**config.mk**
```make
export PLATFORM = sky130hd
export DESIGN_NAME = pc_branch_ctrl
export DESIGN_NICKNAME = d
export VERILOG_FILES = /design/src/rtl/pc_ctrl_pkg.sv /design/src/rtl/br_cond_eval.sv /design/src/rtl/pc_branch_ctrl.sv
export SDC_FILE = /design/constraint.sdc
export NUM_CORES = 1
export LEC_CHECK = 0
export BUFFER_PORTS_ARGS = -buffer_cell sky130_fd_sc_hd__buf_2
export CAP_MARGIN = 10
export CORE_AREA = 2 2 141 143
export DETAILED_ROUTE_END_ITERATION = 6
export DIE_AREA = 0 0 143 145
export GPL_TIMING_DRIVEN = 0
export HOLD_SLACK_MARGIN = 0.02
export PLACE_DENSITY_LB_ADDON = 0.05
export SLEW_MARGIN = 25
export SYNTH_ARGS = -nofsm -noshare
export SYNTH_HDL_FRONTEND = slang
export SYNTH_HIERARCHICAL = 1
export SYNTH_SLANG_ARGS = --single-unit
```
**constraint.sdc**
```tcl
create_clock -name i_clk -period 3.3 [get_ports i_clk]
set_clock_uncertainty 0.1 [all_clocks]
set_input_delay 0.66 -clock i_clk [delete_from_list [all_inputs] [get_ports i_clk]]
set_output_delay 0.66 -clock i_clk [all_outputs]
set_load 0.03 [all_outputs]
```
**src/rtl/pc_ctrl_pkg.sv**
```systemverilog
// Shared types and constants for the PC / branch-resolution stage.
// Branch funct3 encodings, FSM state type and datapath width.
package pc_ctrl_pkg;

    localparam int RV_XLEN = 32;

    localparam logic [2:0] F3_BEQ  = 3'b000;
    localparam logic [2:0] F3_BNE  = 3'b001;
    localparam logic [2:0] F3_BLT  = 3'b100;
    localparam logic [2:0] F3_BGE  = 3'b101;
    localparam logic [2:0] F3_BLTU = 3'b110;
    localparam logic [2:0] F3_BGEU = 3'b111;

    typedef enum logic {
        ST_RUN,
        ST_TRAP
    } pc_state_e;

endpackage

```
**src/rtl/br_cond_eval.sv**
```systemverilog
// Branch condition evaluation from funct3 and the comparator flags.
// Also selects the comparator signedness, which depends only on funct3[1].
module br_cond_eval
    import pc_ctrl_pkg::*;
(
    input  logic [2:0] funct3,
    input  logic       less,
    input  logic       equal,
    output logic       cond,
    output logic       br_un
);

    assign br_un = funct3[1];

    // The comparator already applied the signedness, so BLT/BLTU share logic.
    always_comb begin
        cond = 1'b0;
        case (funct3)
            F3_BEQ:  cond = equal;
            F3_BNE:  cond = ~equal;
            F3_BLT:  cond = less;
            F3_BGE:  cond = ~less;
            F3_BLTU: cond = less;
            F3_BGEU: cond = ~less;
            default: cond = 1'b0;
        endcase
    end

endmodule

```
**src/rtl/pc_branch_ctrl.sv**
```systemverilog
// PC register, branch/jump target selection, misaligned-target trap FSM
// and branch performance counters for the single-cycle RV32I core.
//
// state   | meaning
// ST_RUN  | executing; PC advances on valid, unstalled instructions
// ST_TRAP | misaligned target trapped; everything holds until i_trap_ack
module pc_branch_ctrl
    import pc_ctrl_pkg::*;
#(
    parameter logic [RV_XLEN-1:0] RESET_PC = 32'h0000_0000,
    parameter logic [RV_XLEN-1:0] TRAP_PC  = 32'h0000_0100,
    parameter int                 CNT_W    = 32
) (
    input  logic               i_clk,
    input  logic               i_rst,
    input  logic               i_instr_valid,
    input  logic               i_stall,
    input  logic               i_is_branch,
    input  logic               i_is_jal,
    input  logic               i_is_jalr,
    input  logic [2:0]         i_funct3,
    input  logic [RV_XLEN-1:0] i_imm,
    input  logic [RV_XLEN-1:0] i_rs1_data,
    input  logic               i_br_less,
    input  logic               i_br_equal,
    input  logic               i_trap_ack,
    output logic               o_br_un,
    output logic [RV_XLEN-1:0] o_pc,
    output logic [RV_XLEN-1:0] o_pc_plus4,
    output logic               o_taken,
    output logic               o_trap,
    output logic [RV_XLEN-1:0] o_trap_epc,
    output logic [CNT_W-1:0]   o_br_cnt,
    output logic [CNT_W-1:0]   o_taken_cnt
);

    pc_state_e          state;
    logic [RV_XLEN-1:0] pc;
    logic [RV_XLEN-1:0] trap_epc;
    logic               trap;
    logic [CNT_W-1:0]   br_cnt;
    logic [CNT_W-1:0]   taken_cnt;

    logic               cond;
    logic               br_un;
    logic               is_cond_br;
    logic               redirect;
    logic               update;
    logic               misaligned;
    logic [RV_XLEN-1:0] pc_plus4;
    logic [RV_XLEN-1:0] target;

    br_cond_eval u_br_cond_eval (
        .funct3 (i_funct3),
        .less   (i_br_less),
        .equal  (i_br_equal),
        .cond   (cond),
        .br_un  (br_un)
    );

    // A jump asserted alongside a branch wins, so the branch is not counted.
    assign is_cond_br = i_is_branch & ~i_is_jal & ~i_is_jalr;

    assign pc_plus4 = pc + RV_XLEN'(4);
    assign target   = i_is_jalr ? ((i_rs1_data + i_imm) & ~RV_XLEN'(1))
                                : (pc + i_imm);

    assign redirect   = (state == ST_RUN)
                      & (i_is_jal | i_is_jalr | (i_is_branch & cond));
    assign update     = (state == ST_RUN) & i_instr_valid & ~i_stall;
    assign misaligned = redirect & (target[1:0] != 2'b00);

    always_ff @(posedge i_clk) begin
        if (i_rst) begin
            state     <= ST_RUN;
            pc        <= RESET_PC;
            trap      <= 1'b0;
            trap_epc  <= '0;
            br_cnt    <= '0;
            taken_cnt <= '0;
        end else begin
            case (state)
                ST_RUN: begin
                    if (update) begin
                        if (is_cond_br) begin
                            br_cnt <= br_cnt + CNT_W'(1);
                            if (cond) begin
                                taken_cnt <= taken_cnt + CNT_W'(1);
                            end
                        end
                        if (misaligned) begin
                            trap_epc <= pc;
                            pc       <= TRAP_PC;
                            state    <= ST_TRAP;
                            trap     <= 1'b1;
                        end else if (redirect) begin
                            pc <= target;
                        end else begin
                            pc <= pc_plus4;
                        end
                    end
                end
                ST_TRAP: begin
                    if (i_trap_ack) begin
                        state <= ST_RUN;
                        trap  <= 1'b0;
                    end
                end
                default: begin
                    state <= ST_RUN;
                    trap  <= 1'b0;
                end
            endcase
        end
    end

    assign o_br_un     = br_un;
    assign o_pc        = pc;
    assign o_pc_plus4  = pc_plus4;
    assign o_taken     = redirect;
    assign o_trap      = trap;
    assign o_trap_epc  = trap_epc;
    assign o_br_cnt    = br_cnt;
    assign o_taken_cnt = taken_cnt;

endmodule

```
# Yosys cells after proc, flatten, opt, wreduce, memory -nomap -nowiden

Cells that the tools add are included.

Logic and storage cells: 55
Register bits: 130
Bits of input ports: 77
Output and inout port bits: 163

Reduce and logical (&&, ||, !) cells: 9
Bitwise operators: 15
Equality and inequality tests: 8
Mux-type cells: 12
Add/sub/neg operators: 5

Operators by type and width:

| operator                | count |
|---|---|
| $mux W32                | 3 |
| $add A32 B1 Y32 const B | 2 |
| $add A32 B32 Y32        | 2 |
| $add A32 B3 Y32 const B | 1 |
| $eq A3 B3 Y1 const B    | 4 |
| $reduce_and A3 Y1       | 3 |
| $and A1 B1 Y1           | 7 |
| $mux W1                 | 6 |
| $ne A2 B2 Y1 const B    | 3 |
| $not A1 Y1              | 6 |
| $pmux W1 S2             | 2 |
| $pmux W1 S4             | 1 |
| $reduce_and A4 Y1       | 1 |
| $reduce_or A2 Y1        | 2 |
| $eq A3 B1 Y1 const B    | 1 |
| $logic_not A3 Y1        | 1 |
| $or A1 B1 Y1            | 2 |
| $reduce_and A2 Y1       | 1 |
| $reduce_bool A2 Y1      | 1 |

# Logic depth before layout (Yosys ltp)

Depth after elaboration: 10
Mapped depth: 13
Gate-level depth less buffers: 13

# Hierarchy

The synthesis kept the hierarchy.

By module, submodules not included:

| module         | sequential area each (µm²) | instances | cells an instance | area each (µm²) |
|---|---|---|---|---|
| pc_branch_ctrl | 2602.5                     | 1         | 1221              | 9262.6 |
| br_cond_eval   | 0.0                        | 1         | 6                 | 43.8 |

# Least setup slack after synthesis

Ideal clock, no wire load.

Kind: input port to flip-flop
Start point: input i_imm[0]
End point: register pc[26], in the netlist o_pc[26]
Path buffers: 0
Slack: -84 ps
Arrival time: 3215 ps
Data required time: 3131 ps
Setup time: 69 ps
Stages: 13
Path through: ha_1 inv_1 fa_1 nand2b_1 a21oi_2 o21ai_2 a221oi_2 o21ai_2 o21a_2 o311a_4 o21bai_1 mux2_1 o21ai_1

Longest elaborated chain between the ends: 5
Elaborated cells between the ends (all ways): 7
Those cells by class: 2 x add/sub; 3 x mux; 1 x bitwise; 1 x reduce/logical

RTL lines:

| item                                       | line                                       | RTL |
|---|---|---|
| start, declared                            | pc_branch_ctrl.sv:22                       | `input logic [RV_XLEN-1:0] i_imm,` |
| $add A32 B32 Y32, on equally long branches | pc_branch_ctrl.sv:66, pc_branch_ctrl.sv:65 |  |
| $mux W32 *                                 | pc_branch_ctrl.sv:65                       | `assign target = i_is_jalr ? ((i_rs1_data + i_imm) & ~RV_XLEN'(1))` |
| $reduce_bool A2 Y1                         | pc_branch_ctrl.sv:71                       | `assign misaligned = redirect & (target[1:0] != 2'b00);` |
| $and A1 B1 Y1                              | pc_branch_ctrl.sv:71                       |  |
| $mux W32 *                                 | pc_branch_ctrl.sv:91                       | `if (misaligned) begin` |
| end signal, assigned                       | pc_branch_ctrl.sv:97                       | `pc <= target;` |
| end signal, assigned                       | pc_branch_ctrl.sv:99                       | `pc <= pc_plus4;` |
| end, declared                              | pc_branch_ctrl.sv:38                       | `logic [RV_XLEN-1:0] pc;` |

Mark *: on every way between the ends. The rest lies on a longest branch, timed or not.
A chain may end at the register's enable or synchronous reset.

# Final worst setup path

Start point: register pc[4], in the netlist o_pc[4]
End point: output o_pc_plus4[17]

Longest elaborated chain between the ends: 1

RTL lines:

| item            | line                 | RTL |
|---|---|---|
| $add A32 B3 Y32 | pc_branch_ctrl.sv:64 | `assign pc_plus4 = pc + RV_XLEN'(4);` |
| end, declared   | pc_branch_ctrl.sv:29 | `output logic [RV_XLEN-1:0] o_pc_plus4,` |

No other way between the ends.

==> impl_metrics.py <==
metrics = {
    "worst_setup_path": {
        "worst-path-buf-inv": 3,
        "crit_top_cell": "buf_4",
        "path_class": "reg -> out",
        "reg2regPathDepth": 13,
        "worstPathRequired_ns": 2.54,
        "end_kind": "output port",
        "cp_data_arrival_time_ns": 2.51,
        "cp_cell_sequence": "and3_4 -> and3_2 -> nand4_1 -> buf_4 -> nor3_2 -> buf_4 -> xor2_1 -> buf_2",
        "start_kind": "flip-flop",
        "cp.depth": 8,
        "crit_family": "simple AND/OR/NAND/NOR gates",
        "crit_path_top_delay_cell": "dfxtp_4",
        "crit_path_max_fanout": 8,
        "cpPeakStageDelay_ns": 0.41,
    },
    "detailed_routing": {
        "num_vias": 9863,
        "dr.pass1.iters": 5,
        "drt_iter0_markers": 582,
        "drc": 0,
        "ant_nets": 0,
        "post_drt_via_cell_ratio": 5.55,
        "wl_microns": 29500,
        "wl_per_cell_microns": 16.6,
    },
    "timing": {
        "maxSlewHeadroom_pct": 54.8,
        "final_max_slew_viol_count": 0,
        "fin_crit_sh_pct": 99.0,
        "finalSetupViolCount": 0,
        "worstMarginPinSlew_ns": 0.678,
        "max_freq_mhz": 306,
        "hold_ws_ns": 0.350,
        "fin_crit_ns": 3.27,
        "finalHoldViolCount": 0,
    },
    "finish": {
        "fillCellCount": 1841,
        "diodes": 0,
        "fin_area_sq_mm": 0.0118,
        "final_common_cell": "buf_2",
        "drive_gt1_share_pct": 24.2,
        "post-route-util_pct": 61.3,
        "most-common-layout-cells": "232 x buf_2, 178 x nand2_1, 126 x nor2_1",
        "syn2layout_area_growth_pct": 26.4,
        "nets": 1641,
    },
    "power_and_ir_drop": {
        "power.density_mw_per_mm2": 399,
        "power_frac_seq_pct": 35.1,
        "swShare_pct": 31.8,
        "switching_power_uw": 1490,
        "vdd_ir_drop_max_mv": 0.489,
        "p_total_uw": 4690,
        "internal-power_uw": 3200,
        "clockPowerShare_pct": 41.7,
        "power_leakage_uw": 0.00531,
        "pwr-share-comb_pct": 23.2,
    },
    "yosys": {
        "ys_ff_latch": 130,
        "yosys-top-cells-area": "dfxtp_1 28%, ha_1 8.6%, xor2_1 7.5%",
        "yosysWarnings": 6,
        "synth_nets": 1370,
        "avgSynthCellArea_sq_um": 7.58,
        "async_flop_share_pct": 0,
        "synth_cell_types": 75,
        "syn_area_sq_mm": 0.00931,
        "synth_edf_count": 0,
        "yosysSeqAreaShare_pct": 28.0,
        "synth.largest_area_cell": "dfxtp_1",
        "synthFlopType": "dfxtp_1",
        "syn-instance-count": 1227,
        "synth_top_area_share_pct": 28.0,
    },
    "floorplan": {
        "die_y_microns": 145,
        "die_w_microns": 143,
        "dieArea_sq_mm": 0.0207,
        "num_rows": 51,
        "start_util_pct": 48.5,
        "design.core.area_sq_mm": 0.0192,
        "pin_count": 240,
    },
    "cts": {
        "cts_tree": "built",
        "h-tree-depth": 4,
        "cts_buffer_depth": 2,
        "cts_inserted_buffers": 17,
        "cts_root_buffer": "clkbuf_16",
        "cts_hold_buf": 0,
        "clock-sinks": 130,
        "clkTransAtPathRegs_ns": 0.06,
        "clk_latency_ns": 0.42,
    },
    "placed_design": {
        "portBuffers": 239,
        "gp_congestion": 0.917,
        "hpwl_microns": 23000,
        "post_dp_cell_area_sq_mm": 0.0108,
    },
    "outcome": {
        "status": "finished, final reports clean",
    },
    "global_route": {
        "grt.overflow.total": 0,
        "grt_pass1_vias": 8903,
        "track_usage_pct": 27.6,
        "grt_pass1_wl_microns": 45600,
        "grt_max_degree": 17,
        "antenna_found_initial": 1,
    },
    "hold_path": {
        "hp-class": "reg -> reg",
        "hold_depth": 2,
    },
    "flow_run": {
        "max_cap_viol_count": 0,
    },
}
==> routing by layer <==
metal,track usage (%),share of wire (%),vias to the layer above
li1,-,-,4891
met3,3.56,6.6,52
met5,0,0.047,-
met4,9.75,2.6,2
met2,45.3,46,363
met1,37.1,45,4555
==> worst register-to-register path, cell delays in order (launching register included) <==
cell,delay (ns)
dfxtp_4,0.39
ha_4,0.14
inv_1,0.05
fa_2,0.38
nand2b_4,0.17
a21oi_4,0.14
o21ai_2,0.10
a221oi_2,0.33
o21ai_2,0.13
o21a_2,0.26
o311a_4,0.35
o21bai_4,0.12
mux2_4,0.31
o21ai_1,0.11
==> worst paths after layout <==
check | start | to | slack, ns
worst max-delay path | o_pc[4] | o_pc_plus4[17] | 0.03
worst max register to register | o_pc[0] | o_pc[26] | 0.16
worst min register to register | o_trap_epc[17] | o_trap_epc[17] | 0.35
worst min-delay path | o_trap_epc[17] | o_trap_epc[17] | 0.35
==> through the flow <==
stage	TNS (ns)	setup slack (ns)	std cells
after global placement	-17.96	-0.780	1731
after CTS	0	0.00209	1771
after global routing	-0.0915	-0.0407	1776
final	0	0.0342	1776
after detailed placement	-20.66	-0.808	1731
after floorplan	0	0.0212	1227
==> cell families (layout without fill, tap and decap cells) <==
logic type | Yosys count | after routing | synth area share (%)
XOR/XNOR | 133 | 133 | 12.5
adder cells (fa/ha/maj) | 66 | 66 | 9.03
multiplexers | 5 | 5 | 0.551
flip-flops | 130 | 130 | 28.0
AO/OA/AOI/OAI | 334 | 334 | 22.7
AND/OR/NAND/NOR | 484 | 484 | 24.0
buffers and inverters | 75 | 359 | 3.28
==> sequential cells by signal, summed over array words and instances (netlist names) <==
name and cells:
o_pc 32, o_trap_epc 32, o_br_cnt 32, o_taken_cnt 32, state 1, o_trap 1
==> cell type report <==
| class | count | area [sq um] | share of cell area [%] |
|---|---|---|---|
| clock buffers | 18 | 429 | 3.65 |
| multi-input cells | 1022 | 6550 | 55.7 |
| well taps | 265 | 332 | 2.82 |
| clock inverters | 14 | 178 | 1.51 |
| flip-flops and latches | 130 | 2630 | 22.3 |
| repair buffers | 254 | 1330 | 11.3 |
| inverters | 19 | 71.3 | 0.606 |
| plain buffers | 54 | 243 | 2.06 |
==> timing repair <==
action | in CTS | in global routing
gates resized for setup | 39 | 31
pin swaps | 4 | 10
setup endpoints to repair | 26 | 21
buffers inserted | 9 | 6
==> power groups by stage <==
stage	logic (uW)	registers [uW]	clock network (uW)
after floorplan	706	1710	0
after global placement	1050	1680	0
after detailed placement	1050	1680	0
after CTS	1070	1650	1970
after global routing	1190	1650	2040
final	1090	1650	1960
==> Yosys cell counts, types with 9 or more instances <==
cell type	instances
a211oi_1	11
o21bai_1	12
nand4_1	18
xor2_1	80
inv_1	19
nand2_1	180
nand2b_1	9
ha_1	64
clkbuf_1	45
a21oi_1	118
and3_1	31
or3_1	17
dfxtp_1	130
nor3_1	17
xnor2_1	53
nand3_1	39
a21o_1	31
nor2_1	132
a31oi_1	10
o21ai_0	74
(Power assumes the default switching activity.)
